$ cat src/rtl/ifu_fetch_if.sv
// +----------------------------------------------------------------------+
// | ifu_fetch_if : PC / instruction-memory / decode signals of ifu_fetch |
// | Revision 1.0                                                         |
// +----------------------------------------------------------------------+
`default_nettype none

interface ifu_fetch_if #(
    parameter int INST_W = 32,
    parameter int ADDR_W = 32
);
    logic [ADDR_W-1:0] pc_i;
    logic              jump_i;
    logic              nop_o;
    logic              imem_req_o;
    logic [ADDR_W-1:0] imem_addr_o;
    logic              imem_gnt_i;
    logic              imem_rvalid_i;
    logic [INST_W-1:0] imem_rdata_i;
    logic              id_valid_o;
    logic              id_ready_i;
    logic [INST_W-1:0] id_inst_o;
    logic [ADDR_W-1:0] id_pc_o;

    // Fetch-unit view
    modport master (
        input  pc_i, jump_i, imem_gnt_i, imem_rvalid_i, imem_rdata_i, id_ready_i,
        output nop_o, imem_req_o, imem_addr_o, id_valid_o, id_inst_o, id_pc_o
    );

    // Environment view (PC register, memory, decode)
    modport slave (
        output pc_i, jump_i, imem_gnt_i, imem_rvalid_i, imem_rdata_i, id_ready_i,
        input  nop_o, imem_req_o, imem_addr_o, id_valid_o, id_inst_o, id_pc_o
    );
endinterface

`default_nettype wire

$ cat src/rtl/ifu_fetch.sv
// +----------------------------------------------------------------------+
// | ifu_fetch : in-order instruction fetch with credit limit and flush   |
// | Revision 1.0                                                         |
// +----------------------------------------------------------------------+
`default_nettype none

module ifu_fetch #(
    parameter int INST_W  = 32,
    parameter int ADDR_W  = 32,
    parameter int MAX_OUT = 2
) (
    input  logic            clk,
    input  logic            rstn,
    ifu_fetch_if.master     bus
);
    localparam logic [2:0] c_max_out = 3'(MAX_OUT);

    logic              r_run;
    logic [1:0]        r_out_cnt;
    logic [1:0]        r_drop_cnt;
    logic [1:0]        r_buf_cnt;
    logic [ADDR_W-1:0] r_addr_q [2];
    logic              r_addr_wr;
    logic              r_addr_rd;
    logic [INST_W-1:0] r_inst_q [2];
    logic [ADDR_W-1:0] r_ipc_q  [2];
    logic              r_buf_wr;
    logic              r_buf_rd;

    logic              w_id_valid;
    logic              w_pop;
    logic [2:0]        w_credit;
    logic              w_req;
    logic              w_acc;
    logic              w_drop_rsp;
    logic              w_keep_rsp;
    logic              w_any_rsp;
    logic [2:0]        w_flush_drop;

    assign w_id_valid = (r_buf_cnt != 2'd0) & ~bus.jump_i;
    assign w_pop      = w_id_valid & bus.id_ready_i;
    // Credits freed by this cycle's decode pop can be reused immediately.
    assign w_credit   = {1'b0, r_out_cnt} + {1'b0, r_buf_cnt} - {2'b00, w_pop};
    assign w_req      = r_run & ~bus.jump_i & (w_credit < c_max_out);
    assign w_acc      = w_req & bus.imem_gnt_i;

    assign w_drop_rsp = bus.imem_rvalid_i & (r_drop_cnt != 2'd0);
    assign w_keep_rsp = bus.imem_rvalid_i & (r_drop_cnt == 2'd0) & (r_out_cnt != 2'd0);
    assign w_any_rsp  = w_drop_rsp | w_keep_rsp;
    // On a flush every in-flight request becomes a discard, minus the one landing now.
    assign w_flush_drop = {1'b0, r_drop_cnt} + {1'b0, r_out_cnt} - {2'b00, w_any_rsp};

    assign bus.imem_req_o  = w_req;
    assign bus.imem_addr_o = bus.pc_i;
    assign bus.nop_o       = r_run & ~bus.jump_i & ~w_acc;
    assign bus.id_valid_o  = w_id_valid;
    assign bus.id_inst_o   = r_inst_q[r_buf_rd];
    assign bus.id_pc_o     = r_ipc_q[r_buf_rd];

    always_ff @(posedge clk or negedge rstn) begin
        if (!rstn) begin
            r_run       <= 1'b0;
            r_out_cnt   <= 2'd0;
            r_drop_cnt  <= 2'd0;
            r_buf_cnt   <= 2'd0;
            r_addr_q[0] <= '0;
            r_addr_q[1] <= '0;
            r_addr_wr   <= 1'b0;
            r_addr_rd   <= 1'b0;
            r_inst_q[0] <= '0;
            r_inst_q[1] <= '0;
            r_ipc_q[0]  <= '0;
            r_ipc_q[1]  <= '0;
            r_buf_wr    <= 1'b0;
            r_buf_rd    <= 1'b0;
        end else begin
            r_run <= 1'b1;
            if (bus.jump_i) begin
                r_out_cnt  <= 2'd0;
                r_buf_cnt  <= 2'd0;
                r_drop_cnt <= w_flush_drop[1:0];
                r_addr_wr  <= 1'b0;
                r_addr_rd  <= 1'b0;
                r_buf_wr   <= 1'b0;
                r_buf_rd   <= 1'b0;
            end else begin
                if (w_acc) begin
                    r_addr_q[r_addr_wr] <= bus.pc_i;
                    r_addr_wr           <= ~r_addr_wr;
                end
                if (w_keep_rsp) begin
                    r_inst_q[r_buf_wr] <= bus.imem_rdata_i;
                    r_ipc_q[r_buf_wr]  <= r_addr_q[r_addr_rd];
                    r_buf_wr           <= ~r_buf_wr;
                    r_addr_rd          <= ~r_addr_rd;
                end
                if (w_pop) begin
                    r_buf_rd <= ~r_buf_rd;
                end
                if (w_drop_rsp) begin
                    r_drop_cnt <= r_drop_cnt - 2'd1;
                end
                r_out_cnt <= r_out_cnt + {1'b0, w_acc} - {1'b0, w_keep_rsp};
                r_buf_cnt <= r_buf_cnt + {1'b0, w_keep_rsp} - {1'b0, w_pop};
            end
        end
    end
endmodule

`default_nettype wire

$ cat src/flat_wrapper.sv
// flat-port wrapper written by rule: the top's interface ports become plain ports
module ifu_fetch_flat 
#(
    parameter int INST_W  = 32,
    parameter int ADDR_W  = 32,
    parameter int MAX_OUT = 2
)
  (clk, rstn, bus_pc_i, bus_jump_i, bus_imem_gnt_i, bus_imem_rvalid_i, bus_imem_rdata_i, bus_id_ready_i, bus_nop_o, bus_imem_req_o, bus_imem_addr_o, bus_id_valid_o, bus_id_inst_o, bus_id_pc_o);
  ifu_fetch_if #(.INST_W(INST_W), .ADDR_W(ADDR_W)) bus_i ();
  input  logic clk;
  input  logic rstn;
  input wire logic [$bits(bus_i.pc_i)-1:0] bus_pc_i;
  input wire logic [$bits(bus_i.jump_i)-1:0] bus_jump_i;
  input wire logic [$bits(bus_i.imem_gnt_i)-1:0] bus_imem_gnt_i;
  input wire logic [$bits(bus_i.imem_rvalid_i)-1:0] bus_imem_rvalid_i;
  input wire logic [$bits(bus_i.imem_rdata_i)-1:0] bus_imem_rdata_i;
  input wire logic [$bits(bus_i.id_ready_i)-1:0] bus_id_ready_i;
  output wire logic [$bits(bus_i.nop_o)-1:0] bus_nop_o;
  output wire logic [$bits(bus_i.imem_req_o)-1:0] bus_imem_req_o;
  output wire logic [$bits(bus_i.imem_addr_o)-1:0] bus_imem_addr_o;
  output wire logic [$bits(bus_i.id_valid_o)-1:0] bus_id_valid_o;
  output wire logic [$bits(bus_i.id_inst_o)-1:0] bus_id_inst_o;
  output wire logic [$bits(bus_i.id_pc_o)-1:0] bus_id_pc_o;
  assign bus_i.pc_i = bus_pc_i;
  assign bus_i.jump_i = bus_jump_i;
  assign bus_i.imem_gnt_i = bus_imem_gnt_i;
  assign bus_i.imem_rvalid_i = bus_imem_rvalid_i;
  assign bus_i.imem_rdata_i = bus_imem_rdata_i;
  assign bus_i.id_ready_i = bus_id_ready_i;
  assign bus_nop_o = bus_i.nop_o;
  assign bus_imem_req_o = bus_i.imem_req_o;
  assign bus_imem_addr_o = bus_i.imem_addr_o;
  assign bus_id_valid_o = bus_i.id_valid_o;
  assign bus_id_inst_o = bus_i.id_inst_o;
  assign bus_id_pc_o = bus_i.id_pc_o;
  ifu_fetch #(.INST_W(INST_W), .ADDR_W(ADDR_W), .MAX_OUT(MAX_OUT)) u_core (.clk(clk), .rstn(rstn), .bus(bus_i));
endmodule
$ cat config.mk
export PLATFORM = sky130hd
export DESIGN_NAME = ifu_fetch_flat
export DESIGN_NICKNAME = d
export VERILOG_FILES = /design/src/rtl/ifu_fetch_if.sv /design/src/rtl/ifu_fetch.sv /design/src/flat_wrapper.sv
export SDC_FILE = /design/constraint.sdc
export NUM_CORES = 1
export LEC_CHECK = 0
export BUFFER_PORTS_ARGS = -buffer_cell sky130_fd_sc_hd__buf_2
export CAP_MARGIN = 20
export CORE_MARGIN = 2
export CORE_UTILIZATION = 61
export CTS_CLUSTER_SIZE = 12
export DETAILED_ROUTE_END_ITERATION = 8
export PLACE_DENSITY = 0.95
export SYNTH_ARGS = -nofsm -noshare
export SYNTH_HDL_FRONTEND = slang
export SYNTH_SLANG_ARGS = --single-unit
export TNS_END_PERCENT = 10
$ cat constraint.sdc
create_clock -name clk -period 5.2 [get_ports clk]
set_clock_uncertainty 0.05 [all_clocks]
set_input_delay 0.78 -clock clk [delete_from_list [all_inputs] [get_ports clk]]
set_output_delay 0.78 -clock clk [all_outputs]
set_load 0.01 [all_outputs]
==> metrics.txt, run 1 <==
power density cells 496.9 nW/µm²; GRT Overall Usage 22.62%; final setup fails 0; Sw Pwr 1.528 mW; first-pass GRT wire length 29950 µm; Synth Instances 618; Syn Area/Cell 15.52 µm²; H-tree depth 1; design area 10910 µm²; most frequent cells in the layout mux2_2, dfrtp_1, buf_2; sequential share of the synthesized area 52.97%; clock-pin slew on the worst setup and hold paths 0.06 ns; core outline area 15260 µm²; post-route clock period utilization 82.19%; static leakage 5.693 nW; Final ANT Viol Nets 0; commonest non-fill, non-tap cell in the layout mux2_2; Synth top area share 52.97%; post-synthesis async set-or-reset flop share 100.0%; DR iter-0 viols 167; Yosys warning count 0; maximum vdd ir drop 281.9 µV; Max clock buf depth 3; P&R area growth vs syn 13.81%; clock share of power 26.6%; Root Driver clkbuf_16; vias per cell 5.474; Hold Crit Class in2async; WP data arrival 3.44 ns; Ant. Diodes 0; cts bufs inserted 22; grt ovf 0; PnR worst setup slack 0.9260 ns; #FFs+latches synth 203; pin count of the biggest net entering global routing 102; Worst Path Max Fanout 16; syn nets 698; RSZ-0062 raised after global routing false; Starting Density 62.85%; Reg-to-Reg Start u_core.r_buf_cnt[1]; # resized after CTS 0; Sw Ratio 28.18%; Max Cap Viol 0; Worst slew margin 32.24%; Post-CTS Setup Bufs 0; Reg2Reg Capture Point u_core.r_addr_q[62]; TNS Setup 0 ns; Comb pwr share 30.4%; Ports 169; max-slew violation count 0; clock tree from TritonCTS done; Post-synth top flop dfrtp_1; Post-synth EDFFs 0; Syn Std Cell Area 9589 µm²; Reg power frac 43.1%; routability congestion estimate 0.7527; total power 5.422 mW; CP endpoint kind output pin; measured slew at the worst slew-check pin 1.016 ns; final HPWL from detailed placement 12150 µm; Required @ worst endpoint 4.37 ns; Setup CP Type in2out; shortest period the worst path allows 4.274 ns; R2R cell count 9; Sink Count 203; Internal Pwr Total 3.894 mW; cell types occupying the most area after synthesis dfrtp_1, mux2_2, mux2_4, buf_4, buf_12; R2R setup slack 1.91 ns; Post-CTS Hold Buffers 0; Pre-antenna DRT Iters 4; Post-Route WL 18770 µm; vias in the first global route 5885; final hold violations 0; crit path launch type input pin; Fmax 234.0 MHz; antenna violations before repair 0; chip width 129.4 µm; number of placement rows 45; vias after detailed routing 5337; # DRC 0; die area 16740 µm²; DIE HEIGHT 129.4 µm; Layout Nets 834; post-synth top area cell dfrtp_1; share of cells above drive strength 1 65.45%; outcome finished clean; Cell variety after synth 35; worst-skew pair later-pin latency 0.50 ns; WL/cell 19.25 µm; IO Port Bufs 168; DP Worst Slack 0.9261 ns; Area after DPL 10250 µm²
power groups by stage:
stage	clock (mW)	combinational [mW]	sequential, mW
finish	1.44	1.65	2.33
global route	1.54	1.78	2.38
CTS	1.47	1.67	2.33
detailed placement	0	1.65	2.35
global placement	0	1.57	2.29
floorplan	0	1.23	2.23
synthesized netlist by cell type, types with 2 or more instances:
library cell,count
nor2b_1,2
nor3b_1,2
xor2_1,4
buf_4,38
nand2_1,3
mux2_1,4
buf_12,6
nand2b_1,2
nor2_1,5
dfrtp_1,203
inv_1,11
clkbuf_8,2
xnor2_1,7
clkbuf_1,7
buf_6,2
mux2_4,60
a21oi_1,2
mux2_2,226
ha_1,9
buf_2,8
cell type report:
cell class                      count  area, µm²
Tap cell                          211      264.0
Fill cell                         978       4345
Sequential cell                   203       5082
Inverter                           11      41.29
Clock inverter                      2      27.53
Multi-Input combinational cell    340       3950
Clock buffer                       32      638.1
Timing Repair Buffer              176      909.6
registers in the layout (all words and copies together) (netlist names):
register and count:
u_core.r_addr_q 64, u_core.r_addr_rd 1, u_core.r_addr_wr 1, u_core.r_buf_cnt 2
u_core.r_buf_rd 1, u_core.r_buf_wr 1, u_core.r_drop_cnt 2, u_core.r_inst_q 64
u_core.r_ipc_q 64, u_core.r_out_cnt 2, u_core.r_run 1
worst max-delay path, stage by stage:
cell and delay, ns:
buf_2 0.27, o21ba_2 0.24, and2_1 0.19, ha_1 0.28
nand2b_1 0.16, fa_1 0.38, xnor2_1 0.61, nor3_1 0.16
nor3b_1 0.21, buf_2 0.16
how the worst max path moves through the flow:
stage	startpoint	endpoint	slack, ns	depth (start not counted)
final	bus_jump_i	bus_nop_o	0.93	10
after global routing	bus_jump_i	bus_nop_o	0.73	10
after CTS	bus_jump_i	bus_nop_o	0.92	10
after detailed placement	bus_jump_i	bus_nop_o	0.93	10
after global placement	bus_jump_i	bus_nop_o	1.10	10
after floorplan	bus_jump_i	bus_nop_o	1.53	8
through the flow:
| stage | cells | util [%] | hold slack (ns) |
|---|---|---|---|
| after global routing | 975 | 71.52 | 0.3750 |
| final | 975 | 71.52 | 0.3088 |
| after CTS | 975 | 71.52 | 0.3489 |
| after detailed placement | 941 | 67.16 | 0.4310 |
| after floorplan | 618 | - | 0.4022 |
| after global placement | 941 | 67.16 | 0.4118 |
routing by layer:
metal  global-route usage [%]  share of wire, %
met5                        0                 0
met4                    6.458               1.9
met3                    2.766               3.5
met2                    39.94                52
met1                    29.60                43
cells by family after synthesis:
logic type,share of synthesized area (%)
buffers and inverters,6.002
xor gates and xnor gates,1.005
AOI/OAI and AO/OA,0.5610
muxes,36.51
adders and majority gates,1.383
and+or+nand+nor,1.527
other,0.03911
DFF,52.97
(Power assumes the default switching activity.)
==> run 2, diff against run 1 <==
--- a/config.mk
+++ b/config.mk
@@ -8,10 +8,10 @@
 export BUFFER_PORTS_ARGS = -buffer_cell sky130_fd_sc_hd__buf_2
 export CAP_MARGIN = 20
 export CORE_MARGIN = 2
-export CORE_UTILIZATION = 61
+export CORE_UTILIZATION = 56
 export CTS_CLUSTER_SIZE = 12
 export DETAILED_ROUTE_END_ITERATION = 8
-export PLACE_DENSITY = 0.95
+export PLACE_DENSITY = 0.9
 export SYNTH_ARGS = -nofsm -noshare
 export SYNTH_HDL_FRONTEND = slang
 export SYNTH_SLANG_ARGS = --single-unit
==> constraint.sdc (replaced) <==
create_clock -name clk -period 4.11 [get_ports clk]
set_clock_uncertainty 0.05 [all_clocks]
set_input_delay 0.6165 -clock clk [delete_from_list [all_inputs] [get_ports clk]]
set_output_delay 0.6165 -clock clk [all_outputs]
set_load 0.01 [all_outputs]
==> metrics.txt, run 2 (synthesis gave the netlist of run 1 again) <==
outcome finished clean; DR iter-0 viols 154 (-7.8%); antenna violations before repair 0 (unchanged); # resized after CTS 0 (unchanged); Sink Count 203 (unchanged); Reg area 5082 µm² (unchanged); Fmax 273.7 MHz; Setup CP Type reg2out; chip width 134.9 µm (+4.2%); core outline area 16640 µm² (+9.1%); IO Port Bufs 168 (unchanged); Starting Density 57.62% (-5.2 points); Final ANT Viol Nets 0 (unchanged); Post-CTS Hold Buffers 0 (unchanged); H-tree depth 1 (unchanged); number of placement rows 47 (+4.4%); Worst slew margin 40.09% (+7.9 points); Top Registers u_core.r_addr_q x64, u_core.r_inst_q x64, u_core.r_ipc_q x64; Post-CTS Setup Bufs 0 (unchanged); worst-skew pair later-pin latency 0.49 ns (about the same); RSZ-0062 raised after global routing false; static leakage 5.734 nW (+0.71%); most frequent cells in the layout mux2_2, dfrtp_1, buf_2; final HPWL from detailed placement 12500 µm (+2.8%); non-filler instance count after layout 990 (+1.5%); routability congestion estimate 0.7983 (+6.1%); Max clock buf depth 3 (unchanged); first-pass GRT wire length 31500 µm (+5.2%); pin count of the biggest net entering global routing 141 (+38%); vias in the first global route 6118 (+4.0%); area used by multi-input combinational logic 3950 µm² (unchanged); clock-pin slew on the worst setup and hold paths 0.06 ns (about the same); Post-Route WL 19410 µm (+3.4%); TNS Setup 0 ns (unchanged); commonest non-fill, non-tap cell in the layout mux2_2; Root Driver clkbuf_16; post-route clock period utilization 88.90%; fillers 1148 (+17%); CP endpoint kind output pin; DP Worst Slack 0.4949 ns (-0.4313 ns); vias per cell 5.458 (-0.30%); clock tree from TritonCTS done; shortest period the worst path allows 3.654 ns; measured slew at the worst slew-check pin 0.8986 ns (-0.1179 ns); Worst Path Max Fanout 6 (-10); crit path launch type flip-flop; placed instance count 950 (+0.96%); # DRC 0 (unchanged); Ports 169 (unchanged); final hold violations 0 (unchanged); final setup fails 0 (unchanged); vias after detailed routing 5403 (+1.2%); Pre-antenna DRT Iters 5 (+1); max-slew violation count 0 (unchanged); Max Cap Viol 0 (unchanged); Required @ worst endpoint 3.44 ns (-0.93 ns); maximum vdd ir drop 353.8 µV (+26%); Layout Nets 836 (+0.24%); grt ovf 0 (unchanged); Hold Crit Class in2reg; DIE HEIGHT 134.9 µm (+4.2%); power density cells 627.7 nW/µm² (+26%); Ant. Diodes 0 (unchanged); PnR worst setup slack 0.4560 ns (-0.4700 ns); die area 18190 µm² (+8.6%); cts bufs inserted 22 (unchanged); share of cells above drive strength 1 64.81% (-0.64 points); GRT Overall Usage 21.72% (-0.90 points); WL/cell 19.60 µm (+1.8%); P&R area growth vs syn 15.15%; WP data arrival 2.99 ns (-0.45 ns)
run 2: cell types whose count changed in the layout (fill, tap and decap cells not counted), moves of 3 or more:
cell | previous run | this run
clkbuf_1 | 5 | 11
buf_12 | 0 | 5
buf_4 | 8 | 3
clkbuf_8 | 6 | 3
run 2: critical path, stage by stage, from the launching register on:
cell	delay, ns
dfrtp_1	0.41
o21ba_2	0.24
and2_1	0.19
ha_1	0.26
nand2b_1	0.15
fa_1	0.55
nand3b_4	0.14
nor3_1	0.31
nor3b_1	0.09
buf_2	0.15
run 2: final timing paths:
| kind | start | to | slack, ns | cells after the start |
|---|---|---|---|---|
| setup / recovery | u_core.r_buf_cnt[1] | bus_nop_o | 0.46 | 9 |
| min in group asynchronous | rstn | u_core.r_addr_q[37] | 0.52 | 2 |
| setup reg to reg | u_core.r_buf_cnt[1] | u_core.r_addr_q[44] | 1.04 | 9 |
| hold / removal | bus_imem_rdata_i[1] | u_core.r_inst_q[33] | 0.32 | 2 |
| hold reg to reg | u_core.r_addr_q[6] | u_core.r_addr_q[6] | 0.45 | 1 |
| max in group asynchronous | rstn | u_core.r_addr_q[15] | 2.35 | 4 |
run 2: area by class of cell:
type | count | area share, %
multi-input cells | 340 | 35.77
clock buffers | 36 | 5.836
inverters | 11 | 0.3739
flip-flops and latches | 203 | 46.03
clock inverters | 2 | 0.3513
well taps | 220 | 2.493
repair buffers | 178 | 9.145
run 2: metal layers:
metal | GRT usage, % | wire, µm | vias to the layer above
met5 | 0 | 0 | -
met4 | 6.842 | 453 | 0
met3 | 3.378 | 805 | 38
met2 | 40.02 | 10360 | 141
met1 | 26.09 | 7785 | 2799
li1 | - | - | 2425
run 2: through the flow:
step	utilization (%)	area, µm²	power, mW	hold WS (ns)
floorplan	-	9589	4.386	0.2709
global placement	62.02	10320	4.900	0.4123
detailed placement	62.02	10320	5.073	0.4325
CTS	66.12	11000	6.986	0.3069
global route	66.35	11040	7.306	0.3066
finish	66.35	11040	6.931	0.3231
run 2: report_power, final:
part	switching [mW]	internal, mW	total [mW]
Sequential	0.364	2.60	2.96
Combinational	0.832	1.27	2.10
Clock	0.737	1.13	1.87
Total	1.93	5.00	6.93
